--- config.mk ---
export PLATFORM = sky130hd
export DESIGN_NAME = fir_filter_seq
export DESIGN_NICKNAME = d
export VERILOG_FILES = /design/src/rtl/fir_filter_seq.sv
export SDC_FILE = /design/constraint.sdc
export NUM_CORES = 1
export LEC_CHECK = 0
export CORE_MARGIN = 10
export CORE_UTILIZATION = 58
export DETAILED_ROUTE_END_ITERATION = 8
export PLACE_DENSITY = 0.77
export SLEW_MARGIN = 15
export SYNTH_ARGS = -nofsm -noshare
export SYNTH_HDL_FRONTEND = slang
export SYNTH_SLANG_ARGS = --single-unit
export TNS_END_PERCENT = 10
--- constraint.sdc ---
create_clock -name clock -period 12.1 [get_ports clock]
set_clock_uncertainty 0.1 [all_clocks]
set_input_delay 3.025 -clock clock [delete_from_list [all_inputs] [get_ports clock]]
set_output_delay 3.025 -clock clock [all_outputs]
set_load 0.02 [all_outputs]
--- src/rtl/fir_filter_seq.sv ---
// Time-multiplexed unsigned FIR: one MAC walks TAPS coefficients per accepted sample.
// Define FIR_SAT_EN to saturate the output; otherwise the low OUT_W bits wrap.
module fir_filter_seq #(
  parameter int DATA_W = 8,
  parameter int COEF_W = 8,
  parameter int TAPS   = 7,
  parameter int OUT_W  = 8,
  parameter int SHIFT  = 0,
  parameter int ACC_W  = DATA_W + COEF_W + $clog2(TAPS)
) (
  input  logic              clock,
  input  logic              rst,
  input  logic              w_en_n,
  input  logic [7:0]        addr,
  input  logic [COEF_W-1:0] p,
  input  logic              x_valid_n,
  input  logic [DATA_W-1:0] x,
  output logic              x_ready,
  output logic [OUT_W-1:0]  y,
  output logic              y_valid,
  output logic              busy
);
  localparam int KW = $clog2(TAPS);
  localparam int PW = DATA_W + COEF_W;

  typedef enum logic [1:0] {IDLE, MAC, DONE} state_t;
  state_t state_q, state_d;

  logic [TAPS-1:0][COEF_W-1:0] coef_q;
  logic [TAPS-1:0][DATA_W-1:0] xarr_q;
  logic [DATA_W-1:0]           mask_q;
  logic [ACC_W-1:0]            acc_q, acc_d;
  logic [KW-1:0]               k_q, k_d;
  logic [OUT_W-1:0]            y_q, y_d;
  logic                        pend_vld_q;
  logic [7:0]                  pend_addr_q;
  logic [COEF_W-1:0]           pend_data_q;

  logic              wr_in, wr_act, clr, accept, last_tap;
  logic [7:0]        wr_addr;
  logic [COEF_W-1:0] wr_data;
  logic [DATA_W-1:0] p_mask;
  logic [PW-1:0]     prod;
  logic [ACC_W-1:0]  acc_sum, shifted;
  logic [OUT_W-1:0]  y_fmt;

  assign wr_in = !w_en_n;

  // Writes land directly in IDLE; while busy they wait in the pending slot,
  // which is released on the DONE->IDLE edge (a write arriving in DONE is newest).
  always_comb begin
    wr_act  = 1'b0;
    wr_addr = addr;
    wr_data = p;
    case (state_q)
      IDLE: wr_act = wr_in;
      DONE: begin
        if (wr_in) begin
          wr_act = 1'b1;
        end else if (pend_vld_q) begin
          wr_act  = 1'b1;
          wr_addr = pend_addr_q;
          wr_data = pend_data_q;
        end
      end
      default: ;
    endcase
  end

  assign p_mask   = DATA_W'(wr_data);
  assign clr      = wr_act && (wr_addr == 8'(TAPS + 1)) && wr_data[0];
  assign accept   = (state_q == IDLE) && !x_valid_n && !clr;
  assign last_tap = (k_q == KW'(TAPS - 1));

  assign prod    = {{COEF_W{1'b0}}, xarr_q[k_q]} * {{DATA_W{1'b0}}, coef_q[k_q]};
  assign acc_sum = acc_q + {{(ACC_W - PW){1'b0}}, prod};
  assign shifted = acc_sum >> SHIFT;

  generate
    if (OUT_W >= ACC_W) begin : g_wide
      assign y_fmt = OUT_W'(shifted);
    end else begin : g_narrow
`ifdef FIR_SAT_EN
      assign y_fmt = (|shifted[ACC_W-1:OUT_W]) ? {OUT_W{1'b1}} : shifted[OUT_W-1:0];
`else
      assign y_fmt = shifted[OUT_W-1:0];
`endif
    end
  endgenerate

  // FSM: state register
  always_ff @(posedge clock) begin
    if (rst) state_q <= IDLE;
    else     state_q <= state_d;
  end

  // FSM: next state
  always_comb begin
    state_d = state_q;
    case (state_q)
      IDLE:    if (accept) state_d = MAC;
      MAC:     if (last_tap) state_d = DONE;
      DONE:    state_d = IDLE;
      default: state_d = IDLE;
    endcase
  end

  // FSM: outputs
  always_comb begin
    x_ready = (state_q == IDLE);
    busy    = (state_q != IDLE);
    y_valid = (state_q == DONE);
  end

  // The final product is folded in combinationally so y is ready in DONE.
  always_comb begin
    acc_d = acc_q;
    k_d   = k_q;
    y_d   = y_q;
    case (state_q)
      IDLE: begin
        if (accept) begin
          acc_d = '0;
          k_d   = '0;
        end
      end
      MAC: begin
        acc_d = acc_sum;
        k_d   = k_q + KW'(1);
        if (last_tap) y_d = y_fmt;
      end
      default: ;
    endcase
  end

  always_ff @(posedge clock) begin
    if (rst) begin
      acc_q <= '0;
      k_q   <= '0;
      y_q   <= '0;
    end else begin
      acc_q <= acc_d;
      k_q   <= k_d;
      y_q   <= y_d;
    end
  end

  always_ff @(posedge clock) begin
    if (rst) begin
      coef_q      <= '0;
      mask_q      <= '1;
      xarr_q      <= '0;
      pend_vld_q  <= 1'b0;
      pend_addr_q <= '0;
      pend_data_q <= '0;
    end else begin
      for (int i = 0; i < TAPS; i++) begin
        if (wr_act && (wr_addr == 8'(i))) coef_q[i] <= wr_data;
      end
      if (wr_act && (wr_addr == 8'(TAPS))) mask_q <= p_mask;
      if (clr)         xarr_q <= '0;
      else if (accept) xarr_q <= {xarr_q[TAPS-2:0], x & mask_q};
      if (state_q == MAC && wr_in) begin
        pend_vld_q  <= 1'b1;
        pend_addr_q <= addr;
        pend_data_q <= p;
      end else if (state_q == DONE) begin
        pend_vld_q  <= 1'b0;
      end
    end
  end

  assign y = y_q;

endmodule

==> out/metrics.yaml <==
worst-setup-path-type: "input port to flop"
grt_pass1_vias: 5998
portBuffers: 38
worst_pin_slew_ps: 1081
grt_usage: 0.2003
slew_viol_final: 0
hpwl_mm: 12.05
final-setup-viol-count: 0
core_area_mm2: 0.01330
critPathMaxStageDelay_ps: 920
cts_sinks: 158
hold_viol: 0
min_period_ps: 6266
maxCapViolCount: 0
synth_area_leader_cell: "dfxtp_1"
slew_headroom: 0.2797
grt_antenna_before_repair: 0
numCtsBuffers: 17
grt_pass1_wl_mm: 30.20
overflow: 0
post_drt_via_cell_ratio: 5.585
status: "complete, no violations"
avgSynthCellArea_um2: 8.736
grt_max_degree: 104
die_y_um: 136.6
start_kind: "input port"
cts_root_buffer: "clkbuf_16"
vias: 6138
postRouteAntennaNets: 0
synth.distinct_cells: 49
drc: 0
ctsHoldBuffers: 0
layout_commonest_cell: "nand2_1"
cp_max_fo: 56
cts.clk_slew.worst_paths_ps: 60
die_w_um: 136.6
ys_warn_count: 0
synth_nets: 967
setup_tns_ps: 0
seq_area_frac_synth: 0.4014
cp.arrival_ps: 6430
regArea_mm2: 0.003166
synth_area_mm2: 0.007880
synth.top_cell.area_share: 0.4014
synth_cells: 902
min_path_type: "flop to flop"
io_pins: 39
synthFlopType: "dfxtp_1"
multi_input_area_mm2: 0.004280
cp_slowest_cell: "or2_2"
rsz0062_at_grt: "false"
final.period_utilization: 0.5178
start_util: 0.5927
cts_htree_levels: 4
cts_tree: "done"
yosys_register_bits: 158
rows: 42
clock_latency_ps: 430
powerDensity_mw_per_mm2: 136.2
max_freq_ghz: 0.1596
endpoint_kind: "flop"
cts.repair.resized: 0
place.gp.congestion: 0.8385
async_flop_share: 0
areaGrowthSynthToFinish_pct: 13.40
cp.required_ps: 12260
antennaDiodeCount: 0
layout-drive-gt1-share: 0.08884
crit_path_cell_trace: "clkdlybuf4s50_1 > nand4b_1 > mux2i_1 > o211ai_1 > nor4b_1 > or2_2 > a21oi_1"
cts_setup_buffers: 0
first_pass_iters: 6
synth-edff-count: 0
wl_mm: 18.08
final_util: 0.6721
drt-initial-drc-count: 537
final_net_count: 975
clockBufferDepth: 2
dieArea_mm2: 0.01865
leakage_nw: 3.412
peakVddDrop_mv: 0.1317
layout_common_cells: "164 x nand2_1, 156 x dfxtp_1, 100 x nor2_1, 92 x a21oi_1, 83 x mux2i_1"
synth_area_leaders: "dfxtp_1 40%, mux2i_1 11%, nand2_1 7.8%, a21oi_1 5.8%, nor2_1 4.8%"
post_drt_wl_per_cell_um: 16.45
n_fill_cell: 1101
-- per-stage QoR --
| step | cell area [um^2] | worst slack, ps | power, mW | hold slack [ps] | instances |
|---|---|---|---|---|---|
| final | 8936 | 5834 | 1.217 | 352.3 | 1099 |
| after CTS | 8936 | 5837 | 1.224 | 354.0 | 1099 |
| after global routing | 8936 | 5456 | 1.253 | 366.9 | 1099 |
| after detailed placement | 8265 | 5417 | 0.6225 | 345.4 | 1067 |
| after global placement | 8265 | 5501 | 0.6223 | 340.2 | 1067 |
| after floorplan | 7880 | 6918 | 0.5968 | 331.3 | 902 |
-- worst max-delay path, delay by kind of cell --
family          cells  cell delay, ps
compound gates      2             250
buf+inv             1             530
mux                 1             430
simple gates        3            2150
-- power breakdown --
part           switching, mW  total [mW]  internal [mW]
sequential           0.00428       0.531          0.527
clock                  0.221       0.605          0.384
combinational         0.0538      0.0813         0.0275
total                  0.279        1.22          0.938
-- kinds of logic after synthesis --
logic type | synth area share
AND/OR/NAND/NOR | 0.1809
flip-flops | 0.4014
AO/OA/AOI/OAI | 0.1116
multiplexers | 0.1521
buffers and inverters | 0.05621
adder cells (fa/ha/maj) | 0.07590
XOR/XNOR | 0.02191
-- layer usage --
layer / routed length [um] / share of wire / track usage / vias to the layer above
met1: 8538 / 0.47 / 0.2706 / 2931
met5: 0 / 0 / 0 / -
li1: - / - / - / 3042
met3: 935 / 0.052 / 0.04142 / 24
met2: 8376 / 0.46 / 0.3165 / 141
met4: 234 / 0.013 / 0.05740 / 0
-- Yosys cell counts, drive strengths merged (2+ instances only) --
library cell,instances
a211o,8
a211oi,6
a21o,2
a21oi,92
a221o,2
a22o,3
a22oi,5
a311o,2
a31oi,9
and3,10
buf,23
clkbuf,31
dfxtp,158
fa,18
ha,19
inv,49
mux2,16
mux2i,83
mux4,8
nand2,164
nand2b,8
nand3,19
nor2,103
nor2b,7
nor3,4
nor3b,3
o211ai,2
o21ai,7
o221ai,3
o22ai,2
o2bb2ai,4
or2,12
xnor2,9
xnor3,3
xor2,3
-- registers in the layout, summed over array words and instances (netlist names) --
register	cells
acc_q	8
xarr_q	56
coef_q	56
pend_data_q	8
pend_addr_q	8
pend_vld_q	1
state_q	2
y	8
k_q	3
mask_q	8
-- area by class of cell --
cell class	count	share of cell area
well taps	176	0.02464
flip-flops and latches	158	0.3542
multi-input cells	641	0.4790
inverters	49	0.02058
clock buffers	20	0.05223
repair buffers	43	0.04649
clock inverters	12	0.02282
-- worst paths after layout --
check / startpoint / to / slack, ps / cells after the start
max: w_en_n / xarr_q[30] / 5830 / 7
min: y[1] / y[1] / 350 / 2
max reg2reg: k_q[0] / y[7] / 6120 / 21
min reg2reg: y[1] / y[1] / 350 / 2
No activity file was read; power rests on OpenSTA's default activity.
